[src/rtl/cond_flag_unit_pkg.sv]
// Shared types for the NZCV flag unit: status word layout, ALU ops, ARM condition codes.
// Used by cond_eval and cond_flag_unit.
package cond_flag_unit_pkg;

  localparam int WORD = 32;

  localparam int FLAG_N_BIT = 3;
  localparam int FLAG_Z_BIT = 2;
  localparam int FLAG_C_BIT = 1;
  localparam int FLAG_V_BIT = 0;

  // Field order matches the write-mask bit positions above.
  typedef struct packed {
    logic n;
    logic z;
    logic c;
    logic v;
  } status_register;

  typedef enum logic [3:0] {
    ALU_ADD = 4'h0,
    ALU_ADC = 4'h1,
    ALU_SUB = 4'h2,
    ALU_SBC = 4'h3,
    ALU_AND = 4'h4,
    ALU_ORR = 4'h5,
    ALU_EOR = 4'h6,
    ALU_MOV = 4'h7
  } alu_control_signal;

  typedef enum logic [3:0] {
    COND_EQ = 4'h0,
    COND_NE = 4'h1,
    COND_CS = 4'h2,
    COND_CC = 4'h3,
    COND_MI = 4'h4,
    COND_PL = 4'h5,
    COND_VS = 4'h6,
    COND_VC = 4'h7,
    COND_HI = 4'h8,
    COND_LS = 4'h9,
    COND_GE = 4'hA,
    COND_LT = 4'hB,
    COND_GT = 4'hC,
    COND_LE = 4'hD,
    COND_AL = 4'hE,
    COND_NV = 4'hF
  } cond_code_t;

  // Per-flag select between the committed value and the ALU update.
  function automatic status_register merge_flags(status_register committed,
                                                 status_register update,
                                                 logic [3:0]     mask);
    logic [3:0] c_v;
    logic [3:0] u_v;
    c_v = committed;
    u_v = update;
    return status_register'((c_v & ~mask) | (u_v & mask));
  endfunction

endpackage

[src/rtl/cond_flag_unit_cond_eval.sv]
// Purely combinational ARM condition-code evaluator over an NZCV status word.
// NV (4'hF) never passes.
module cond_eval
  import cond_flag_unit_pkg::*;
(
  input  cond_code_t     cond_code_i,
  input  status_register flags_i,
  output logic           taken_o
);

  logic n_eq_v_s;

  assign n_eq_v_s = (flags_i.n == flags_i.v);

  always_comb begin
    taken_o = 1'b0;
    case (cond_code_i)
      COND_EQ: taken_o = flags_i.z;
      COND_NE: taken_o = ~flags_i.z;
      COND_CS: taken_o = flags_i.c;
      COND_CC: taken_o = ~flags_i.c;
      COND_MI: taken_o = flags_i.n;
      COND_PL: taken_o = ~flags_i.n;
      COND_VS: taken_o = flags_i.v;
      COND_VC: taken_o = ~flags_i.v;
      COND_HI: taken_o = flags_i.c & ~flags_i.z;
      COND_LS: taken_o = ~flags_i.c | flags_i.z;
      COND_GE: taken_o = n_eq_v_s;
      COND_LT: taken_o = ~n_eq_v_s;
      COND_GT: taken_o = ~flags_i.z & n_eq_v_s;
      COND_LE: taken_o = flags_i.z | ~n_eq_v_s;
      COND_AL: taken_o = 1'b1;
      COND_NV: taken_o = 1'b0;
      default: taken_o = 1'b0;
    endcase
  end

endmodule

[src/rtl/cond_flag_unit.sv]
// Architectural NZCV register, exception shadow copy and registered branch-condition responder.
// Define COND_FLAG_BYPASS_EN to evaluate conditions on same-cycle ALU flags instead of stalling.
module cond_flag_unit
  import cond_flag_unit_pkg::*;
(
  input  logic           clk_i,
  input  logic           rst_i,
  input  logic           flag_wr_en_i,
  input  logic [3:0]     flag_wr_mask_i,
  input  status_register status_reg_i,
  input  logic           cond_req_valid_i,
  input  logic [3:0]     cond_code_i,
  input  logic           flush_i,
  input  logic           snapshot_i,
  input  logic           restore_i,
  output status_register flags_o,
  output logic           carry_flag_o,
  output logic           cond_stall_o,
  output logic           cond_resp_valid_o,
  output logic           cond_taken_o
);

  status_register flags_q, flags_d;
  status_register shadow_q, shadow_d;
  logic           resp_valid_q, resp_valid_d;
  logic           taken_q, taken_d;

  status_register eff_s;
  status_register eval_flags_s;
  logic           stall_s;
  logic           accept_s;
  logic           eval_taken_s;

  always_comb begin
    if (flag_wr_en_i) begin
      eff_s = merge_flags(flags_q, status_reg_i, flag_wr_mask_i);
    end else begin
      eff_s = flags_q;
    end
  end

`ifdef COND_FLAG_BYPASS_EN
  assign eval_flags_s = eff_s;
  assign stall_s      = 1'b0;
`else
  // Without the bypass, a branch colliding with a flag write waits one cycle for the commit.
  assign eval_flags_s = flags_q;
  assign stall_s      = cond_req_valid_i & flag_wr_en_i & ~rst_i;
`endif

  assign accept_s = cond_req_valid_i & ~stall_s & ~rst_i;

  cond_eval u_cond_eval (
    .cond_code_i (cond_code_t'(cond_code_i)),
    .flags_i     (eval_flags_s),
    .taken_o     (eval_taken_s)
  );

  // Restore takes priority over the ALU write; snapshot always captures the pre-restore eff.
  always_comb begin
    if (restore_i) begin
      flags_d = shadow_q;
    end else begin
      flags_d = eff_s;
    end
    if (snapshot_i) begin
      shadow_d = eff_s;
    end else begin
      shadow_d = shadow_q;
    end
  end

  // Flush only kills the response; flag and shadow updates above still happen.
  always_comb begin
    if (accept_s && !flush_i) begin
      resp_valid_d = 1'b1;
      taken_d      = eval_taken_s;
    end else begin
      resp_valid_d = 1'b0;
      taken_d      = 1'b0;
    end
  end

  always_ff @(posedge clk_i) begin
    if (rst_i) begin
      flags_q      <= status_register'(4'b0000);
      shadow_q     <= status_register'(4'b0000);
      resp_valid_q <= 1'b0;
      taken_q      <= 1'b0;
    end else begin
      flags_q      <= flags_d;
      shadow_q     <= shadow_d;
      resp_valid_q <= resp_valid_d;
      taken_q      <= taken_d;
    end
  end

  assign flags_o           = flags_q;
  assign carry_flag_o      = flags_q.c;
  assign cond_stall_o      = stall_s;
  assign cond_resp_valid_o = resp_valid_q;
  assign cond_taken_o      = taken_q;

endmodule
[config.mk]
export PLATFORM = sky130hd
export DESIGN_NAME = cond_flag_unit
export DESIGN_NICKNAME = d
export VERILOG_FILES = /design/src/rtl/cond_flag_unit_pkg.sv /design/src/rtl/cond_flag_unit_cond_eval.sv /design/src/rtl/cond_flag_unit.sv
export SDC_FILE = /design/constraint.sdc
export NUM_CORES = 1
export LEC_CHECK = 0
export ABC_AREA = 1
export CAP_MARGIN = 20
export CORE_MARGIN = 2
export CORE_UTILIZATION = 39
export CTS_CLUSTER_DIAMETER = 60
export DETAILED_ROUTE_END_ITERATION = 7
export PLACE_DENSITY = 0.89
export SYNTH_ARGS = -nofsm -noshare
export SYNTH_HDL_FRONTEND = slang
export SYNTH_SLANG_ARGS = --single-unit
export TNS_END_PERCENT = 50
[constraint.sdc]
create_clock -name clk_i -period 1.2 [get_ports clk_i]
set_input_delay 0.18 -clock clk_i [delete_from_list [all_inputs] [get_ports clk_i]]
set_output_delay 0.18 -clock clk_i [all_outputs]
set_load 0.02 [all_outputs]
==> summary.txt <==
Hold Fails Final Rpt -> 0
status -> finished, final reports clean
Synth area leader -> dfxtp_1
largest net degree at the start of global routing -> 9
Pleak -> 0.482 nW
top fanout value on the critical path -> 3
full die area -> 1810 sq um
Async SR Flop Fraction -> 0%
fin crit share -> 97.0%
antenna violations before repair -> 0
count leader, synth -> nand2_1
initial DRC count -> 9
DRT Wirelength -> 1690 um
Initial Utilization -> 42.8%
DRC Markers -> 0
placed cells -> 140
fin cells -> 144
Top FF cell, synth -> dfxtp_1
CP Capture Type -> output pin
Detailed Place HPWL -> 1330 um
pwr dens -> 1000 nW/um^2
Critical Path RT -> 1.02 ns
total number of vias -> 724
biggest cell delay along the critical path -> 0.36 ns
Hold Crit Class -> input pin to flop
CP Class -> flop to output pin
WL per Instance -> 11.7 um
crit-path cells -> dlygate4sd2_1
Syn. warnings -> 0
largest cells by area after synthesis -> dfxtp_1 35%, nand2_1 16%, o21ai_0 14%
Nets -> 149
number of global-route vias before repair -> 707
post-synthesis cell area -> 578 sq um
clock group share of total power -> 32.9%
final setup fails -> 0
crit start category -> flop
Boundary Pins -> 27
Buffers on Ports -> 26
die width -> 42.5 um
Die Y -> 42.5 um
H-tree Lvls -> 1
Vias/cell -> 5.03
Post-synth EDFFs -> 0
CTS tree -> built
Synth Area per Inst -> 6.22 sq um
Core Util, Final -> 70.2%
CTS Buf Count -> 3
CTS root buffer -> clkbuf_4
hold buffer count at cts -> 0
first-pass iteration count of the detailed router -> 4
Worst path top cell family by delay -> flip-flops
Unique masters post-synth -> 15
Max stage delay cell, worst path -> dfxtp_1
Internal -> 0.000668 W
Final Skew -> 0.00313 ns
Buf/Inv on CP -> 1
row count -> 13
Fmax -> 0.859 GHz
Final Max Slew Viols -> 0
Total GRT Usage -> 20.6%
clock buffer depth -> 2
CTS Sinks -> 10
Reg clk slew, reported paths -> 0.07 ns
Design Power -> 0.000947 W
clock latency at the later pin of the worst-skew pair -> 0.28 ns
peak supply drop -> 806 uV
Comb power frac -> 28.4%
layout cell share with drive strength beyond 1 -> 20.2%
core region area -> 1350 sq um
Psw -> 0.000279 W
worst path arrival time -> 0.98 ns
first-pass GRT wire length -> 2730 um
filler cell count -> 118
worst hold slack -> 0.221 ns
antenna viol nets, final -> 0
Flop pwr share -> 38.8%
actual slew at the worst max-slew pin -> 0.348 ns
Antenna Cells -> 0
Syn Inst Count -> 93
GPL Wtd Cong -> 0.909
grt ovf -> 0
Switching Fraction -> 29.5%
Max-Cap Viols -> 0
syn nets -> 112
post-synthesis sequential area ratio -> 34.6%
worst rel slew slack -> 76.6%
Seq cells post-synth -> 10
list of most frequent post-synthesis cells -> 25 x nand2_1, 16 x o21ai_0, 10 x dfxtp_1, 9 x a21oi_1, 7 x nand3_1
area share of the largest cell type after synthesis -> 34.6%
crit path time final -> 1.16 ns
area grow syn2layout -> 63.9%
Setup Buffers After CTS -> 0
==> logic make-up (layout without fill, tap and decap cells) <==
| kind of cell | after synthesis | count (layout) | synth area share [%] |
|---|---|---|---|
| compound gates | 29 | 29 | 26.2 |
| buf+inv | 11 | 47 | 7.79 |
| flops | 10 | 10 | 34.6 |
| simple gates | 43 | 43 | 31.4 |
==> area by class of cell <==
cell class / instances / area, sq um / share of cell area, %
tap: 15 / 18.8 / 1.98
multi-input combinational: 72 / 340 / 35.9
sequential: 10 / 203 / 21.4
timing repair buffer: 33 / 312 / 32.9
clock buffer: 4 / 36.3 / 3.83
inverter: 10 / 37.5 / 3.96
==> cell usage in the layout, fill, tap and decap left out <==
| master | n |
|---|---|
| nand2_1 | 24 |
| o21ai_0 | 15 |
| clkdlybuf4s50_1 | 14 |
| a21oi_1 | 9 |
| dfxtp_1 | 8 |
| buf_4 | 8 |
| nand3_1 | 7 |
| dlygate4sd2_1 | 7 |
| nor2_1 | 6 |
| inv_2 | 6 |
| inv_1 | 4 |
| dlymetal6s2s_1 | 4 |
| nand2_2 | 3 |
| o21ai_1 | 3 |
| clkbuf_4 | 3 |
| dfxtp_2 | 2 |
| nor2_2 | 1 |
| nor2_4 | 1 |
| nor3_1 | 1 |
| o211ai_1 | 1 |
| a21oi_2 | 1 |
| clkbuf_8 | 1 |
==> state kept, by name, indices dropped and copies added (netlist names) <==
register / flops
carry_flag_o: 1
cond_resp_valid_o: 1
cond_taken_o: 1
flags_o: 3
shadow_q: 4
==> what timing repair did <==
action / CTS / global route
pin swaps: 0 / 3
resized for setup: 11 / 10
setup endpoints to repair: 8 / 2
==> metrics by stage <==
step | TNS (ns) | setup slack (ns) | instance area, sq um
after global routing | -0.00174 | -0.00174 | 947
after global placement | -1.43 | -0.399 | 902
final | 0 | 0.0356 | 947
after detailed placement | -1.81 | -0.430 | 902
after CTS | 0 | 0.00360 | 925
after floorplan | 0 | 0.0441 | 578
==> power by group through the flow <==
stage | clock, W | combinational (W) | sequential (W)
floorplan | 0 | 0.000112 | 0.000390
global placement | 0 | 0.000265 | 0.000373
detailed placement | 0 | 0.000273 | 0.000374
CTS | 0.000322 | 0.000263 | 0.000366
global route | 0.000336 | 0.000298 | 0.000369
finish | 0.000311 | 0.000269 | 0.000367
==> metal layers <==
metal / GRT usage (%) / vias to the layer above / share of wire (%)
li1: - / 383 / -
met1: 18.5 / 317 / 39
met2: 36.6 / 17 / 53
met3: 7.33 / 7 / 4.9
met4: 16.3 / 0 / 3.0
met5: 0 / - / 0
==> worst register-to-register path, stage by stage (launching register included) <==
cell and delay, ns:
dfxtp_2 0.34, buf_4 0.12, nand2_2 0.05, nand2_2 0.08, nand3_1 0.07, nand2_1 0.08
nand2_1 0.05, nand3_1 0.08, nand2_1 0.06, a21oi_2 0.11
==> worst paths after layout <==
path,start,cells past startpoint,slack [ns],end
hold reg to reg,shadow_q[3]$_SDFFE_PP0P_,2,0.52,shadow_q[3]$_SDFFE_PP0P_
setup / recovery,carry_flag_o$_SDFF_PP0_,1,0.04,flags_o[1]
setup reg to reg,flags_o[3]$_SDFF_PP0_,9,0.09,cond_taken_o$_SDFF_PP0_
hold / removal,cond_req_valid_i,3,0.22,cond_resp_valid_o$_SDFF_PP0_
Note: power is estimated with default switching activity, not from simulation.
